==> config.mk <==
export PLATFORM = sky130hd
export DESIGN_NAME = dmem_port_arbiter_flat
export DESIGN_NICKNAME = d
export VERILOG_FILES = /design/src/rtl/dmem_port_arbiter_if.sv /design/src/rtl/dmem_port_arbiter.sv /design/src/flat_wrapper.sv
export SDC_FILE = /design/constraint.sdc
export NUM_CORES = 1
export LEC_CHECK = 0
export ABC_CLOCK_PERIOD_IN_PS = 1700
export BUFFER_PORTS_ARGS = -buffer_cell sky130_fd_sc_hd__buf_2
export CORE_MARGIN = 3
export CORE_UTILIZATION = 46
export DETAILED_ROUTE_END_ITERATION = 10
export PLACE_DENSITY = 0.81
export REMOVE_ABC_BUFFERS = 1
export SYNTH_ARGS = -nofsm -noshare
export SYNTH_HDL_FRONTEND = slang
export SYNTH_SLANG_ARGS = --single-unit
==> constraint.sdc <==
create_clock -name i_clk -period 1.7 [get_ports i_clk]
set_clock_uncertainty 0.05 [all_clocks]
set_input_delay 0.085 -clock i_clk [delete_from_list [all_inputs] [get_ports i_clk]]
set_output_delay 0.085 -clock i_clk [all_outputs]
set_load 0.005 [all_outputs]
==> src/rtl/dmem_port_arbiter_if.sv <==
// Requester-side bundle for one data-memory port: request fields in, grant/response out.
// Latency: none (pure wiring bundle).
// Backpressure: requester holds req and its fields stable until gnt pulses.
interface dmem_port_arbiter_if #(
  parameter int ADDR_W = 32,
  parameter int DATA_W = 32
);
  logic              req;
  logic              we;
  logic [ADDR_W-1:0] addr;
  logic [DATA_W-1:0] wdata;
  logic              gnt;
  logic              rvalid;
  logic [DATA_W-1:0] rdata;
  logic              err;

  // Requester drives the request, arbiter answers with grant and completion.
  modport master (
    output req, we, addr, wdata,
    input  gnt, rvalid, rdata, err
  );

  modport slave (
    input  req, we, addr, wdata,
    output gnt, rvalid, rdata, err
  );
endinterface

==> src/rtl/dmem_port_arbiter.sv <==
// Round-robin arbiter sharing one single-port data memory between two requesters.
// Latency: req sampled in IDLE -> gnt next cycle (ACCESS) -> rvalid the cycle after (RESP).
// Backpressure: one transaction per 3 cycles; losers keep req high and wait for the next IDLE.
module dmem_port_arbiter #(
  parameter int ADDR_W    = 32,
  parameter int DATA_W    = 32,
  parameter int MEM_DEPTH = 64
) (
  input  logic              i_clk,
  input  logic              i_rst,
  dmem_port_arbiter_if.slave m0_if,
  dmem_port_arbiter_if.slave m1_if,
  output logic              o_mem_re,
  output logic              o_mem_we,
  output logic [ADDR_W-1:0] o_mem_addr,
  output logic [DATA_W-1:0] o_mem_wdata,
  input  logic [DATA_W-1:0] i_mem_rdata
);

  localparam logic [1:0] S_IDLE   = 2'd0;
  localparam logic [1:0] S_ACCESS = 2'd1;
  localparam logic [1:0] S_RESP   = 2'd2;

  // Depth widened to the address width so the range test is unsigned over every address bit.
  localparam logic [ADDR_W-1:0] LP_DEPTH = ADDR_W'(MEM_DEPTH);

  logic [1:0]        r_state;
  logic              r_last_gnt;
  logic              r_id;
  logic              r_we;
  logic              r_oor;
  logic [ADDR_W-1:0] r_addr;
  logic [DATA_W-1:0] r_wdata;
  logic [1:0]        r_gnt;
  logic [1:0]        r_rvalid;
  logic [1:0]        r_err;
  logic [DATA_W-1:0] r_rdata0;
  logic [DATA_W-1:0] r_rdata1;

  logic              w_any_req;
  logic              w_win_id;
  logic              w_win_we;
  logic [ADDR_W-1:0] w_win_addr;
  logic [DATA_W-1:0] w_win_wdata;
  logic              w_win_oor;
  logic              w_mem_en;
  logic              w_rd_hit;

  // Winner selection: a lone requester wins outright, a tie goes to the port not granted last.
  assign w_any_req   = m0_if.req | m1_if.req;
  assign w_win_id    = (m0_if.req & m1_if.req) ? ~r_last_gnt : m1_if.req;
  assign w_win_we    = w_win_id ? m1_if.we    : m0_if.we;
  assign w_win_addr  = w_win_id ? m1_if.addr  : m0_if.addr;
  assign w_win_wdata = w_win_id ? m1_if.wdata : m0_if.wdata;
  assign w_win_oor   = !(w_win_addr < LP_DEPTH);

  // The memory is only touched during ACCESS, and never for an out-of-range address.
  assign w_mem_en    = (r_state == S_ACCESS) & ~r_oor;
  assign w_rd_hit    = w_mem_en & ~r_we;
  assign o_mem_re    = w_mem_en & ~r_we;
  assign o_mem_we    = w_mem_en & r_we;
  assign o_mem_addr  = w_mem_en ? r_addr  : '0;
  assign o_mem_wdata = w_mem_en ? r_wdata : '0;

  assign m0_if.gnt    = r_gnt[0];
  assign m1_if.gnt    = r_gnt[1];
  assign m0_if.rvalid = r_rvalid[0];
  assign m1_if.rvalid = r_rvalid[1];
  assign m0_if.err    = r_err[0];
  assign m1_if.err    = r_err[1];
  assign m0_if.rdata  = r_rdata0;
  assign m1_if.rdata  = r_rdata1;

  // Sequencer IDLE -> ACCESS -> RESP -> IDLE; the winner's request is latched on leaving IDLE.
  always_ff @(posedge i_clk or negedge i_rst) begin
    if (!i_rst) begin
      r_state    <= S_IDLE;
      r_last_gnt <= 1'b1;
      r_id       <= 1'b0;
      r_we       <= 1'b0;
      r_oor      <= 1'b0;
      r_addr     <= '0;
      r_wdata    <= '0;
    end else begin
      case (r_state)
        S_IDLE: begin
          if (w_any_req) begin
            r_state    <= S_ACCESS;
            r_last_gnt <= w_win_id;
            r_id       <= w_win_id;
            r_we       <= w_win_we;
            r_oor      <= w_win_oor;
            r_addr     <= w_win_addr;
            r_wdata    <= w_win_wdata;
          end
        end
        S_ACCESS: r_state <= S_RESP;
        S_RESP:   r_state <= S_IDLE;
        default:  r_state <= S_IDLE;
      endcase
    end
  end

  // Grant pulse is registered so it coincides exactly with the ACCESS cycle.
  always_ff @(posedge i_clk or negedge i_rst) begin
    if (!i_rst) begin
      r_gnt <= 2'b00;
    end else if (r_state == S_IDLE && w_any_req) begin
      r_gnt <= w_win_id ? 2'b10 : 2'b01;
    end else begin
      r_gnt <= 2'b00;
    end
  end

  // Completion is steered only to the latched port; read data is captured at the end of ACCESS.
  always_ff @(posedge i_clk or negedge i_rst) begin
    if (!i_rst) begin
      r_rvalid <= 2'b00;
      r_err    <= 2'b00;
      r_rdata0 <= '0;
      r_rdata1 <= '0;
    end else if (r_state == S_ACCESS) begin
      r_rvalid <= r_id ? 2'b10 : 2'b01;
      r_err    <= r_oor ? (r_id ? 2'b10 : 2'b01) : 2'b00;
      r_rdata0 <= (!r_id && w_rd_hit) ? i_mem_rdata : '0;
      r_rdata1 <= (r_id && w_rd_hit) ? i_mem_rdata : '0;
    end else begin
      r_rvalid <= 2'b00;
      r_err    <= 2'b00;
      r_rdata0 <= '0;
      r_rdata1 <= '0;
    end
  end

endmodule

==> src/flat_wrapper.sv <==
// flat-port wrapper written by rule: the top's interface ports become plain ports
module dmem_port_arbiter_flat 
#(
  parameter int ADDR_W    = 32,
  parameter int DATA_W    = 32,
  parameter int MEM_DEPTH = 64
)
  (i_clk, i_rst, o_mem_re, o_mem_we, o_mem_addr, o_mem_wdata, i_mem_rdata, m0_if_req, m0_if_we, m0_if_addr, m0_if_wdata, m0_if_gnt, m0_if_rvalid, m0_if_rdata, m0_if_err, m1_if_req, m1_if_we, m1_if_addr, m1_if_wdata, m1_if_gnt, m1_if_rvalid, m1_if_rdata, m1_if_err);
  dmem_port_arbiter_if #(.ADDR_W(ADDR_W), .DATA_W(DATA_W)) m0_if_i ();
  dmem_port_arbiter_if #(.ADDR_W(ADDR_W), .DATA_W(DATA_W)) m1_if_i ();
  input  logic i_clk;
  input  logic i_rst;
  output logic o_mem_re;
  output logic o_mem_we;
  output logic [ADDR_W-1:0] o_mem_addr;
  output logic [DATA_W-1:0] o_mem_wdata;
  input  logic [DATA_W-1:0] i_mem_rdata;
  input wire logic [$bits(m0_if_i.req)-1:0] m0_if_req;
  input wire logic [$bits(m0_if_i.we)-1:0] m0_if_we;
  input wire logic [$bits(m0_if_i.addr)-1:0] m0_if_addr;
  input wire logic [$bits(m0_if_i.wdata)-1:0] m0_if_wdata;
  output wire logic [$bits(m0_if_i.gnt)-1:0] m0_if_gnt;
  output wire logic [$bits(m0_if_i.rvalid)-1:0] m0_if_rvalid;
  output wire logic [$bits(m0_if_i.rdata)-1:0] m0_if_rdata;
  output wire logic [$bits(m0_if_i.err)-1:0] m0_if_err;
  input wire logic [$bits(m1_if_i.req)-1:0] m1_if_req;
  input wire logic [$bits(m1_if_i.we)-1:0] m1_if_we;
  input wire logic [$bits(m1_if_i.addr)-1:0] m1_if_addr;
  input wire logic [$bits(m1_if_i.wdata)-1:0] m1_if_wdata;
  output wire logic [$bits(m1_if_i.gnt)-1:0] m1_if_gnt;
  output wire logic [$bits(m1_if_i.rvalid)-1:0] m1_if_rvalid;
  output wire logic [$bits(m1_if_i.rdata)-1:0] m1_if_rdata;
  output wire logic [$bits(m1_if_i.err)-1:0] m1_if_err;
  assign m0_if_i.req = m0_if_req;
  assign m0_if_i.we = m0_if_we;
  assign m0_if_i.addr = m0_if_addr;
  assign m0_if_i.wdata = m0_if_wdata;
  assign m0_if_gnt = m0_if_i.gnt;
  assign m0_if_rvalid = m0_if_i.rvalid;
  assign m0_if_rdata = m0_if_i.rdata;
  assign m0_if_err = m0_if_i.err;
  assign m1_if_i.req = m1_if_req;
  assign m1_if_i.we = m1_if_we;
  assign m1_if_i.addr = m1_if_addr;
  assign m1_if_i.wdata = m1_if_wdata;
  assign m1_if_gnt = m1_if_i.gnt;
  assign m1_if_rvalid = m1_if_i.rvalid;
  assign m1_if_rdata = m1_if_i.rdata;
  assign m1_if_err = m1_if_i.err;
  dmem_port_arbiter #(.ADDR_W(ADDR_W), .DATA_W(DATA_W), .MEM_DEPTH(MEM_DEPTH)) u_core (.i_clk(i_clk), .i_rst(i_rst), .m0_if(m0_if_i), .m1_if(m1_if_i), .o_mem_re(o_mem_re), .o_mem_we(o_mem_we), .o_mem_addr(o_mem_addr), .o_mem_wdata(o_mem_wdata), .i_mem_rdata(i_mem_rdata));
endmodule
# Word-level counts from Yosys, hierarchy flattened

Index checks and enable logic that the tools add are counted.

Register bits after elaboration: 140
Bits of input ports: 166
Output and inout bits: 136
Logic and storage cells: 48

Order comparisons: 1
Eq/ne operators: 2
Muxes and demuxes: 18
Bitwise gates (word level): 8
Reductions and logical operators: 7

Operators by type and width:

| cell                                                         | number |
|---|---|
| 2-to-1 mux 32 bit                                            | 8 |
| less-than comparator 32 x 7 -> 1 bit (second input constant) | 1 |
| 2-to-1 mux 2 bit                                             | 7 |
| AND 1 bit                                                    | 4 |
| one-hot mux 2 bit (2 select lines)                           | 1 |
| logical AND 1 bit                                            | 3 |
| NOT 1 bit                                                    | 3 |
| equality test 2 x 1 -> 1 bit (second input constant)         | 1 |
| logical NOT 1 bit                                            | 2 |
| logical NOT 2 bit                                            | 1 |
| 2-to-1 mux 1 bit                                             | 2 |
| != test 2 x 1 -> 1 bit (second input constant)               | 1 |
| AND reduction 2 bit                                          | 1 |
| bitwise OR 1 bit                                             | 1 |

# Depth between registers and ports, before layout

Depth in word-level cells: 6
Mapped depth: 7
Depth with buffers taken out: 5

# Worst setup path after synthesis

No wires, ideal clock.

Path type: register to register
Start: register u_core.r_state[0]
End: register u_core.r_we
Setup time: 0.121 ns
Arrival: 1.350 ns
Required time: 1.529 ns
Path slack: 0.178 ns
Stages on the path, launching flop included: 8
Buffers on the path: 3
Clock period less this slack: 1.522 ns
Path through: dfrtp_1 > or2_1 > or2_1 > buf_2 > buf_6 > buf_6 > nand2_1 > nand2_1

Cells in the longest elaborated chain, start to end: 2

RTL lines:

| item                          | RTL line                | source |
|---|---|---|
| start: declaration            | dmem_port_arbiter.sv:27 | `logic [1:0] r_state;` |
| start signal: assignment      | dmem_port_arbiter.sv:77 | `r_state <= S_IDLE;` |
| start signal: assignment      | dmem_port_arbiter.sv:88 | `r_state <= S_ACCESS;` |
| start signal: assignment      | dmem_port_arbiter.sv:97 | `S_ACCESS: r_state <= S_RESP;` |
| logical NOT 2 bit             | dmem_port_arbiter.sv:85 | `case (r_state)` |
| AND reduction 2 bit (no line) | n/a                     |  |
| end signal: assignment        | dmem_port_arbiter.sv:91 | `r_we <= w_win_we;` |
| end: declaration              | dmem_port_arbiter.sv:30 | `logic r_we;` |

Every way passes these cells.
A chain may end at the register's enable or synchronous reset.

# Worst setup path after layout

Start: register u_core.r_state[1]
End: output o_mem_addr[17]

Cells in the longest elaborated chain, start to end: 3

RTL lines:

| item                         | RTL line                | source |
|---|---|---|
| equality test 2 x 1 -> 1 bit | dmem_port_arbiter.sv:58 | `assign w_mem_en = (r_state == S_ACCESS) & ~r_oor;` |
| AND 1 bit                    | dmem_port_arbiter.sv:58 |  |
| 2-to-1 mux 32 bit            | dmem_port_arbiter.sv:62 | `assign o_mem_addr = w_mem_en ? r_addr : '0;` |
| end: declaration             | flat_wrapper.sv:15      | `output logic [ADDR_W-1:0] o_mem_addr;` |

Every way passes these cells.

==> metrics <==
Skew-Pair Late Insertion Delay=410 ps; RSZ-0062 raised after global routing=yes; startpoint types=flip-flop; hold path cells=3; Worst setup EP type=output pin; yosys warns=0; Die Y=119 um; Reg area=between 3000 and 4000 um2; vias in the first global route=6953; nets=~1200; Max VDD drop=0.756 mV; synthesized cell area=between 5000 and 6000 um2; Max Cap Viol=0; worst min path class=in2reg; CP max stage delay=between 300 and 400 ps; layout cell share with drive strength beyond 1=between 30% and 40%; WS Path Type=reg2out; Power Density=between 1000 and 1500 nW/um2; clk buf depth=2; final-report hold violation count=0; dpl hpwl=approximately 12 mm; Mapped Cells=~550; Initial Utilization=47.9%; Setup Viol. Count Final=6; Final Slew Violations=0; Tcrit/Tclk final=101%; CP required=~1600 ps; multi-input logic area=around 2200 um2; R2R depth=4; clk sink count=140; WL per Instance=about 20 um; Main synth FF type=dfrtp_1; CP arrival=roughly 1600 ps; antenna-violating nets left=0; Fin Setup TNS=-25.5 ps; CTS tree=yes; Worst Max-Slew Pin Slew=511 ps; DRC viols=0; FILL cells=about 660; adder-cell share of the synthesized area=0%; sequential area share after synthesis=59.6%; cell area after layout=just under 10000 um2; Synth Area in Compound Gates=~7.8%; post-CTS setup buffers=0; Worst Slack Setup Final=-13.4 ps; I/O pin count=approximately 300; ys async rst share=100%; cts bufs inserted=17; DR vias/cell=~5.4; All-Layer GR Usage=~33%; Worst Path Max Fanout=34; slowest CP cell=dfrtp_1; Synth Register Bits=140; Synth Area in XOR/XNOR=0%; htree depth=4; min Tclk post-route=about 1700 ps; Die Wd=approximately 120 um; failing checks=negative setup slack; Site Rows=40; Buf/Inv on CP=2; Leak=around 5.5 nW; CP delay by family, top=simple AND/OR/NAND/NOR gates; critical-path cell list=nand2b_4 -> nor2_4 -> buf_12 -> and2_1 -> buf_2; DRT Pass-1 Iters=5; largest net degree at the start of global routing=68; Initial DRC Count=slightly above 600; GPL Wtd Cong=0.855; # port buffers=around 300; root buffer cell=clkbuf_16; initial antenna violation count=5; Syn Area/Cell=between 10 and 15 um2; fmax=between 0.5 and 0.6 GHz; clock-pin slew on the worst setup and hold paths=around 60 ps; core outline area=between 10000 and 15000 um2; synthesized-area fraction occupied by and/or/nand/nor cells=24.1%; largest family of logic cells by synthesized area=simple AND/OR/NAND/NOR gates; GR Overflow Total=0; area grow syn2layout=68.7%; Netlist cell types=30; Slew headroom=about two thirds; global-route wire length before repair=roughly 36 mm; drt total wl=23.4 mm; routed vias=~6400; fraction of synthesized area in multiplexers=under 10%; WP depth=5; Post-synth EDFFs=0; die area=between 10000 and 15000 um2; status=finished with violations; Placed Area=7640 um2
## synth_stat cells (5+ instances only)
master / n / area (um2)
dfrtp_1: 139 / 3480
o21ai_0: 24 / 120
buf_6: 5 / 56.3
and3_1: 65 / 407
mux2i_1: 26 / 260
a22oi_1: 39 / 293
clkbuf_1: 20 / 75.1
and2_1: 67 / 419
buf_2: 12 / 60.1
nor2_1: 6 / 22.5
nor4_1: 12 / 75.1
nand2_1: 105 / 394
## timing repair
| item | in CTS | in global routing |
|---|---|---|
| endpoints found under the hold margin | 268 | 0 |
| hold buffers | 160 | 0 |
| pin swaps | 1 | 0 |
| resized for setup | 8 | 9 |
| endpoints found under the setup margin | 32 | 71 |
## cell families (layout without fill, tap and decap cells)
group / Yosys count / count (layout)
muxes: 26 / 26
buffers and inverters: 45 / 510
DFF: 140 / 140
other: 0 / 5
and+or+nand+nor: 267 / 267
AOI/OAI and AO/OA: 70 / 70
## per-layer routing
layer  share of wire [%]  GRT usage, %  vias to the layer above  routed length (um)
met3                 9.1          11.1                      133                2130
met2                  50          54.8                      438               11700
met5                   0             0                        -                   0
met4                 6.3          21.7                        0                1480
li1                    -             -                     2771                   -
met1                  35          35.4                     3091                8160
## cell usage in the layout (no fill, tap or decap), types with 2 or more instances in the layout
cell / count
buf_4: 3
nand4_1: 3
o21ai_0: 24
dfrtp_1: 139
and2_4: 6
nor4_1: 11
and2_1: 61
clkbuf_8: 2
nand2_1: 105
and3_1: 65
diode_2: 5
buf_12: 11
clkinv_4: 2
clkbuf_16: 17
o21ai_1: 3
mux2i_1: 26
buf_2: 294
inv_8: 2
buf_6: 8
a21o_1: 2
inv_6: 3
nor2_1: 5
dlygate4sd3_1: 160
a22oi_1: 39
clkinvlp_4: 5
## path summary, 6_finish.rpt
check,start,to,slack (ps)
setup / recovery,u_core.r_state[1]$_DFFE_PN0P_,o_mem_addr[17],-10
hold / removal,m0_if_addr[12],u_core.r_addr[12]$_DFFE_PN0P_,20
setup reg to reg,u_core.r_state[0]$_DFFE_PN0P_,u_core.r_addr[19]$_DFFE_PN0P_,0
hold reg to reg,u_core.r_wdata[0]$_DFFE_PN0P_,u_core.r_wdata[0]$_DFFE_PN0P_,410
max in group asynchronous,i_rst,u_core.m0_if.rdata[7]$_DFF_PN0_,920
min in group asynchronous,i_rst,u_core.m0_if.rdata[10]$_DFF_PN0_,50
## registers in the layout, summed over array words and instances (netlist names)
register            cells
u_core.r_err            2
u_core.r_addr          32
u_core.r_oor            1
u_core.r_state          2
u_core.r_gnt            2
u_core.r_last_gnt       1
u_core.r_rvalid         2
u_core.r_we             1
u_core.m1_if.rdata     32
u_core.r_wdata         32
u_core.m0_if.rdata     32
u_core.r_id             1
## worst reg2reg max path: cells and delay by family, from the launching register on
kind / cells / cell delay, ps
AO/OA/AOI/OAI: 1 / 260
flip-flops: 1 / 380
AND/OR/NAND/NOR: 2 / 690
buffers and inverters: 1 / 210
## report_power, final
| group | leakage [nW] | switching (W) | internal [W] |
|---|---|---|---|
| Sequential | 1.83 | 0.000510 | 0.00427 |
| Clock | 0.273 | 0.00151 | 0.00213 |
| Combinational | 3.43 | 0.00230 | 0.00180 |
## area by class of cell
class	instances	share of cell area [%]
Antenna cell	5	0.126
Clock buffer	19	4.57
Clock inverter	13	1.35
Inverter	2	0.0757
Multi-Input combinational cell	363	22.1
Sequential cell	140	35.3
Tap cell	168	2.12
Timing Repair Buffer	476	34.4
## through the flow
stage / instances / setup WS, ps / power, W / hold slack, ps / util (%)
6_report: 1186 / -13.4 / 0.0125 / 20.4 / 80.9
5_1_grt: 1186 / -102 / 0.0132 / 29.9 / 80.9
4_1_cts: 1181 / -8.66 / 0.0122 / 7.82 / 80.4
3_5_place_dp: 989 / 63.5 / 0.00824 / -72.8 / 62.3
3_3_place_gp: 989 / 142 / 0.00808 / -71.9 / 62.3
2_1_floorplan: 505 / -1690 / 0.00656 / -261 / -
No activity file was read; power rests on OpenSTA's default activity.
